===== src/rtl/dds_cmd_parser_pkg.sv =====
// Shared definitions for the DDS command parser: frame constants, command codes,
// FSM state encodings and payload lengths per command.
package dds_cmd_parser_pkg;

  localparam logic [7:0]  HEADER        = 8'hA5;
  localparam logic [31:0] F_WORD_RST    = 32'd42950;

  localparam logic [7:0]  CMD_SET_FREQ  = 8'h01;
  localparam logic [7:0]  CMD_SET_PHASE = 8'h02;
  localparam logic [7:0]  CMD_SET_WAVE  = 8'h03;
  localparam logic [7:0]  CMD_SET_EN    = 8'h04;

  localparam logic [1:0]  ST_IDLE       = 2'd0;
  localparam logic [1:0]  ST_CMD        = 2'd1;
  localparam logic [1:0]  ST_PAYLOAD    = 2'd2;
  localparam logic [1:0]  ST_CHECK      = 2'd3;

  // Zero marks an unknown command code.
  function automatic logic [2:0] payload_len(input logic [7:0] cmd);
    case (cmd)
      CMD_SET_FREQ:  payload_len = 3'd4;
      CMD_SET_PHASE: payload_len = 3'd2;
      CMD_SET_WAVE:  payload_len = 3'd1;
      CMD_SET_EN:    payload_len = 3'd1;
      default:       payload_len = 3'd0;
    endcase
  endfunction

endpackage


===== src/rtl/dds_cmd_parser_byte_gap_timer.sv =====
// Inter-byte gap timer: counts while run is high, clears on clr, and flags expiry
// in the cycle the count reaches TIMEOUT_CYC-1 unless clr is also asserted.
module byte_gap_timer #(
  parameter int unsigned TIMEOUT_CYC = 100000
) (
  input  logic clk_dds,
  input  logic rst,
  input  logic clr,
  input  logic run,
  output logic expire
);

  localparam int unsigned CW = (TIMEOUT_CYC > 2) ? $clog2(TIMEOUT_CYC) : 1;
  localparam logic [CW-1:0] LAST = CW'(TIMEOUT_CYC - 1);

  logic [CW-1:0] cnt_q;
  logic [CW-1:0] cnt_d;

  always_comb begin
    cnt_d = cnt_q;
    if (clr) begin
      cnt_d = '0;
    end else if (run && (cnt_q != LAST)) begin
      cnt_d = cnt_q + 1'b1;
    end
  end

  always_ff @(posedge clk_dds or posedge rst) begin
    if (rst) begin
      cnt_q <= '0;
    end else begin
      cnt_q <= cnt_d;
    end
  end

  assign expire = run && !clr && (cnt_q == LAST);

endmodule


===== src/rtl/dds_cmd_parser.sv =====
// Framed byte-command decoder for the DDS core: HEADER, CMD, big-endian payload, XOR
// checksum. Good frames update one DDS control field; bad or stalled frames are dropped.
module dds_cmd_parser
  import dds_cmd_parser_pkg::*;
#(
  parameter int unsigned TIMEOUT_CYC = 100000
) (
  input  logic        clk_dds,
  input  logic        rst,
  input  logic [7:0]  rx_data,
  input  logic        rx_valid,
  output logic        dds_en,
  output logic        set_flag,
  output logic [31:0] f_word,
  output logic [11:0] p_word,
  output logic [1:0]  wave_type,
  output logic        frame_err,
  output logic        busy
);

  logic [1:0]  state_q, state_d;
  logic [7:0]  cmd_q, cmd_d;
  logic [2:0]  cnt_q, cnt_d;
  logic [31:0] stg_q, stg_d;
  logic [7:0]  chk_q, chk_d;
  logic [31:0] f_q, f_d;
  logic [11:0] p_q, p_d;
  logic [1:0]  w_q, w_d;
  logic        en_q, en_d;
  logic        set_q, set_d;
  logic        err_q, err_d;
  logic        expire;
  logic        busy_w;

  assign busy_w = (state_q != ST_IDLE);

  byte_gap_timer #(
    .TIMEOUT_CYC (TIMEOUT_CYC)
  ) u_gap (
    .clk_dds (clk_dds),
    .rst     (rst),
    .clr     (rx_valid || !busy_w),
    .run     (busy_w),
    .expire  (expire)
  );

  always_comb begin
    state_d = state_q;
    cmd_d   = cmd_q;
    cnt_d   = cnt_q;
    stg_d   = stg_q;
    chk_d   = chk_q;
    f_d     = f_q;
    p_d     = p_q;
    w_d     = w_q;
    en_d    = en_q;
    set_d   = 1'b0;
    err_d   = 1'b0;
    if (expire) begin
      state_d = ST_IDLE;
      err_d   = 1'b1;
    end else if (rx_valid) begin
      case (state_q)
        ST_IDLE: begin
          if (rx_data == HEADER) begin
            state_d = ST_CMD;
          end
        end
        ST_CMD: begin
          if (payload_len(rx_data) != 3'd0) begin
            cmd_d   = rx_data;
            cnt_d   = payload_len(rx_data);
            chk_d   = rx_data;
            state_d = ST_PAYLOAD;
          end else begin
            err_d   = 1'b1;
            state_d = ST_IDLE;
          end
        end
        ST_PAYLOAD: begin
          // Newest byte lands in the low bits, so short payloads sit right-aligned.
          stg_d = {stg_q[23:0], rx_data};
          chk_d = chk_q ^ rx_data;
          if (cnt_q == 3'd1) begin
            state_d = ST_CHECK;
          end else begin
            cnt_d = cnt_q - 3'd1;
          end
        end
        default: begin
          if (rx_data == chk_q) begin
            set_d = 1'b1;
            case (cmd_q)
              CMD_SET_FREQ:  f_d  = stg_q;
              CMD_SET_PHASE: p_d  = stg_q[11:0];
              CMD_SET_WAVE:  w_d  = stg_q[1:0];
              default:       en_d = stg_q[0];
            endcase
          end else begin
            err_d = 1'b1;
          end
          state_d = ST_IDLE;
        end
      endcase
    end
  end

  always_ff @(posedge clk_dds or posedge rst) begin
    if (rst) begin
      state_q <= ST_IDLE;
      cmd_q   <= '0;
      cnt_q   <= '0;
      stg_q   <= '0;
      chk_q   <= '0;
      f_q     <= F_WORD_RST;
      p_q     <= '0;
      w_q     <= '0;
      en_q    <= 1'b0;
      set_q   <= 1'b0;
      err_q   <= 1'b0;
    end else begin
      state_q <= state_d;
      cmd_q   <= cmd_d;
      cnt_q   <= cnt_d;
      stg_q   <= stg_d;
      chk_q   <= chk_d;
      f_q     <= f_d;
      p_q     <= p_d;
      w_q     <= w_d;
      en_q    <= en_d;
      set_q   <= set_d;
      err_q   <= err_d;
    end
  end

  assign dds_en    = en_q;
  assign set_flag  = set_q;
  assign f_word    = f_q;
  assign p_word    = p_q;
  assign wave_type = w_q;
  assign frame_err = err_q;
  assign busy      = busy_w;

endmodule


===== config.mk =====
export PLATFORM = sky130hd
export DESIGN_NAME = dds_cmd_parser
export DESIGN_NICKNAME = d
export VERILOG_FILES = /design/src/rtl/dds_cmd_parser_pkg.sv /design/src/rtl/dds_cmd_parser_byte_gap_timer.sv /design/src/rtl/dds_cmd_parser.sv
export SDC_FILE = /design/constraint.sdc
export NUM_CORES = 1
export LEC_CHECK = 0
export CORE_ASPECT_RATIO = 1.4
export CORE_MARGIN = 8
export CORE_UTILIZATION = 40
export DETAILED_ROUTE_END_ITERATION = 6
export PLACE_DENSITY = 0.67
export SETUP_SLACK_MARGIN = 0.2
export SYNTH_ARGS = -nofsm -noshare
export SYNTH_HDL_FRONTEND = slang
export SYNTH_SLANG_ARGS = --single-unit
export TNS_END_PERCENT = 1

===== constraint.sdc =====
create_clock -name clk_dds -period 3.9 [get_ports clk_dds]
set_input_delay 0.39 -clock clk_dds [delete_from_list [all_inputs] [get_ports clk_dds]]
set_output_delay 0.39 -clock clk_dds [all_outputs]
set_load 0.02 [all_outputs]

==> flow_metrics.tcl <==
set metrics [dict create \
    n_antenna_cell 0 \
    crit_slowest_cell "clkdlybuf4s50_1" \
    clkSinkCount 119 \
    slew_viol_final 0 \
    synth_xor_area_share_pct 3.86 \
    cts-root-buf "clkbuf_16" \
    seqPwrFrac_pct 44.5 \
    p_per_area_nw_per_um2 431 \
    synthAdderAreaFrac_pct 0.719 \
    min_period_over_period_pct 69.4 \
    setup_tns_ns 0 \
    synth_top_family_by_area "multiplexers" \
    grtUsageTotal_pct 13.2 \
    holdWs_ns 0.480 \
    yosysUniqueCellTypes 52 \
    slew_headroom_pct 39.5 \
    p_leak_nw 3.00 \
    clk_pin_slew_worst_paths_ns 0.05 \
    crit_chain "clkdlybuf4s50_1 > nand3_1 > or4b_4 > nor3_4 > mux2_2" \
    stdcell_count 644 \
    ctsResizeCount 0 \
    crit_buf_inv 1 \
    avgSynthCellArea_sq_um 12.6 \
    rows 49 \
    drcViolationCount 0 \
    hpwl_mm 7.16 \
    antenna_found_initial 0 \
    synth_fp_nets 428 \
    tritoncts "yes" \
    synth_mux_area_share_pct 17.3 \
    rsz0062_at_grt "false" \
    synth-seq-area-share_pct 57.2 \
    power_frac_comb_pct 2.8 \
    cts_htree_levels 4 \
    layout_min_cycle_time_ns 2.70 \
    power_switching_w 0.000602 \
    setup.worst_path.end_class "flop" \
    fin_skew_ns 0.0126 \
    drtIter0Drc 162 \
    cp-start-kind "input pin" \
    die_area_sq_um 17000 \
    clkPwrFrac_pct 52.7 \
    clockBufferDepth 2 \
    gp_congestion 0.801 \
    grt_pass1_vias 3501 \
    wire_per_inst_microns 16.1 \
    peakVddDrop_mv 0.301 \
    clock_latency_ns 0.41 \
    portBuffers 60 \
    cts_buffers 17 \
    fp.dieH_microns 151 \
    synth-compound-area-share_pct 5.20 \
    drtPass1Iterations 4 \
    finalHoldViolations 0 \
    ant_nets 0 \
    synth-simple-area-share_pct 12.2 \
    syn_area_sq_um 5220 \
    ios 61 \
    path_max_fanout 16 \
    critical_path_class "in2reg" \
    grt_first_pass_wirelength_mm 17.6 \
    start_util_pct 40.7 \
    setup_viol 0 \
    syn2layout_area_growth_pct 24.4 \
    crit_family "simple AND/OR/NAND/NOR gates" \
    dp_cells 612 \
    final_cell_mix "dfrtp_1 (110), clkdlybuf4s50_1 (60), mux2_2 (36), mux2_1 (30), nor2_1 (27)" \
    grt_overflow 0 \
    arrival_ns 3.00 \
    async_reset_ff_share_pct 100 \
    worstMarginPinSlew_ns 0.905 \
    syn_inst 414 \
    switching_share_pct 21.5 \
    drt-total-wl_mm 10.3 \
    vias_per_cell 5.19 \
    worstPathRequired_ns 4.19 \
    coreArea_sq_um 12800 \
    synthFlopType "dfrtp_1" \
    max_cap_viol_count 0 \
    slowest_delay_ns 0.77 \
    intPower_w 0.00220 \
    grt_max_degree 65 \
    final_nets 492 \
    via_count 3343 \
    drive_above_1_share_pct 20.2 \
    fmax_mhz 370 \
    final_common_cell "dfrtp_1" \
    utilization_pct 50.7 \
    cts_setup_buffers 0 \
    ys_ff_latch 119 \
    min_path_type "reg2reg" \
    status "complete, no violations" \
    fp.dieW_microns 113 \
    synth_edf_count 0 \
    cts.hold.buffers_added 0 \
    yosysWarningCount 0 \
]
-- area by class of cell --
type	count	area (sq um)
clock inverter	13	134
sequential	119	2990
multi-input combinational	262	2050
clock buffer	19	433
timing repair buffer	64	643
tap	153	191
inverter	14	55.1
fill	1098	6320
-- final timing paths --
kind / startpoint / to / slack (ns) / depth (start not counted)
worst max-delay path: rx_valid / p_word[9] / 1.20 / 5
worst min-delay path: f_word[19] / f_word[19] / 0.48 / 1
worst max register to register: cmd_q[5] / p_word[9] / 1.40 / 5
worst min register to register: f_word[19] / f_word[19] / 0.48 / 1
max in group asynchronous: rst / f_word[1] / 2.57 / 3
min in group asynchronous: rst / f_word[5] / 0.51 / 2
-- sequential cells by signal, indices dropped and copies added (netlist names) --
signal,flops
wave_type,2
frame_err,1
state_q,2
p_word,12
u_gap.cnt_q,17
set_flag,1
dds_en,1
chk_q,8
f_word,32
stg_q,32
cmd_q,8
cnt_q,3
-- metrics by stage --
step / total power (W) / cell area, sq um / setup slack (ns)
after global placement: 0.00135 / 5930 / 0.827
after detailed placement: 0.00135 / 5930 / 0.772
after floorplan: 0.00132 / 5220 / 0.367
final: 0.00280 / 6500 / 1.20
after CTS: 0.00284 / 6500 / 1.19
after global routing: 0.00291 / 6500 / 1.03
-- cells in the mapped netlist, types with 2 or more instances --
library cell	count	area, sq um
a21oi_1	6	30.0
a31oi_1	10	62.6
and2_1	6	37.5
and3_1	11	68.8
buf_1	2	7.51
buf_2	6	30.0
buf_6	3	33.8
clkbuf_1	6	22.5
dfrtp_1	110	2750
dfstp_2	9	236
ha_1	3	37.5
inv_1	14	52.6
mux2_1	30	338
mux2_2	36	405
mux2_4	10	150
nand2_1	25	93.8
nand2b_1	3	18.8
nand3_1	10	50.1
nand4_1	5	31.3
nand4_2	2	25.0
nor2_1	27	101
nor3_1	7	35.0
nor4_1	3	18.8
nor4_2	2	25.0
nor4bb_1	2	20.0
o21ai_0	11	55.1
o31ai_1	8	60.1
or3_1	2	12.5
xnor2_1	18	158
xor2_1	5	43.8
-- cell families (layout without fill, tap and decap cells) --
family | Yosys count | after routing
buffers and inverters | 33 | 110
AOI/OAI and AO/OA | 43 | 43
adders and majority gates | 3 | 3
xor gates and xnor gates | 23 | 23
muxes | 77 | 77
DFF | 119 | 119
and+or+nand+nor | 116 | 116
-- worst register-to-register path: stages (launching register included) --
cell and delay [ns]:
dfrtp_1 0.38, nor4_2 0.28, nand2_1 0.13, or4b_4 0.55, nor3_4 0.64, mux2_2 0.41
-- routing by layer --
layer  routed length (microns)  vias up  track usage, %
met5                         0        -               0
met4                       103        0            5.62
met3                       497        7            4.75
met2                      5160       73            22.1
met1                      4570     1672            14.9
li1                          -     1591               -
-- power groups by stage --
stage / clock (W) / combinational (W) / sequential, W
3_3_place_gp: 0 / 0.0000776 / 0.00127
6_report: 0.00148 / 0.0000778 / 0.00125
3_5_place_dp: 0 / 0.0000799 / 0.00127
4_1_cts: 0.00151 / 0.0000803 / 0.00125
5_1_grt: 0.00157 / 0.0000894 / 0.00125
2_1_floorplan: 0 / 0.0000496 / 0.00127
No activity file was read; power rests on OpenSTA's default activity.
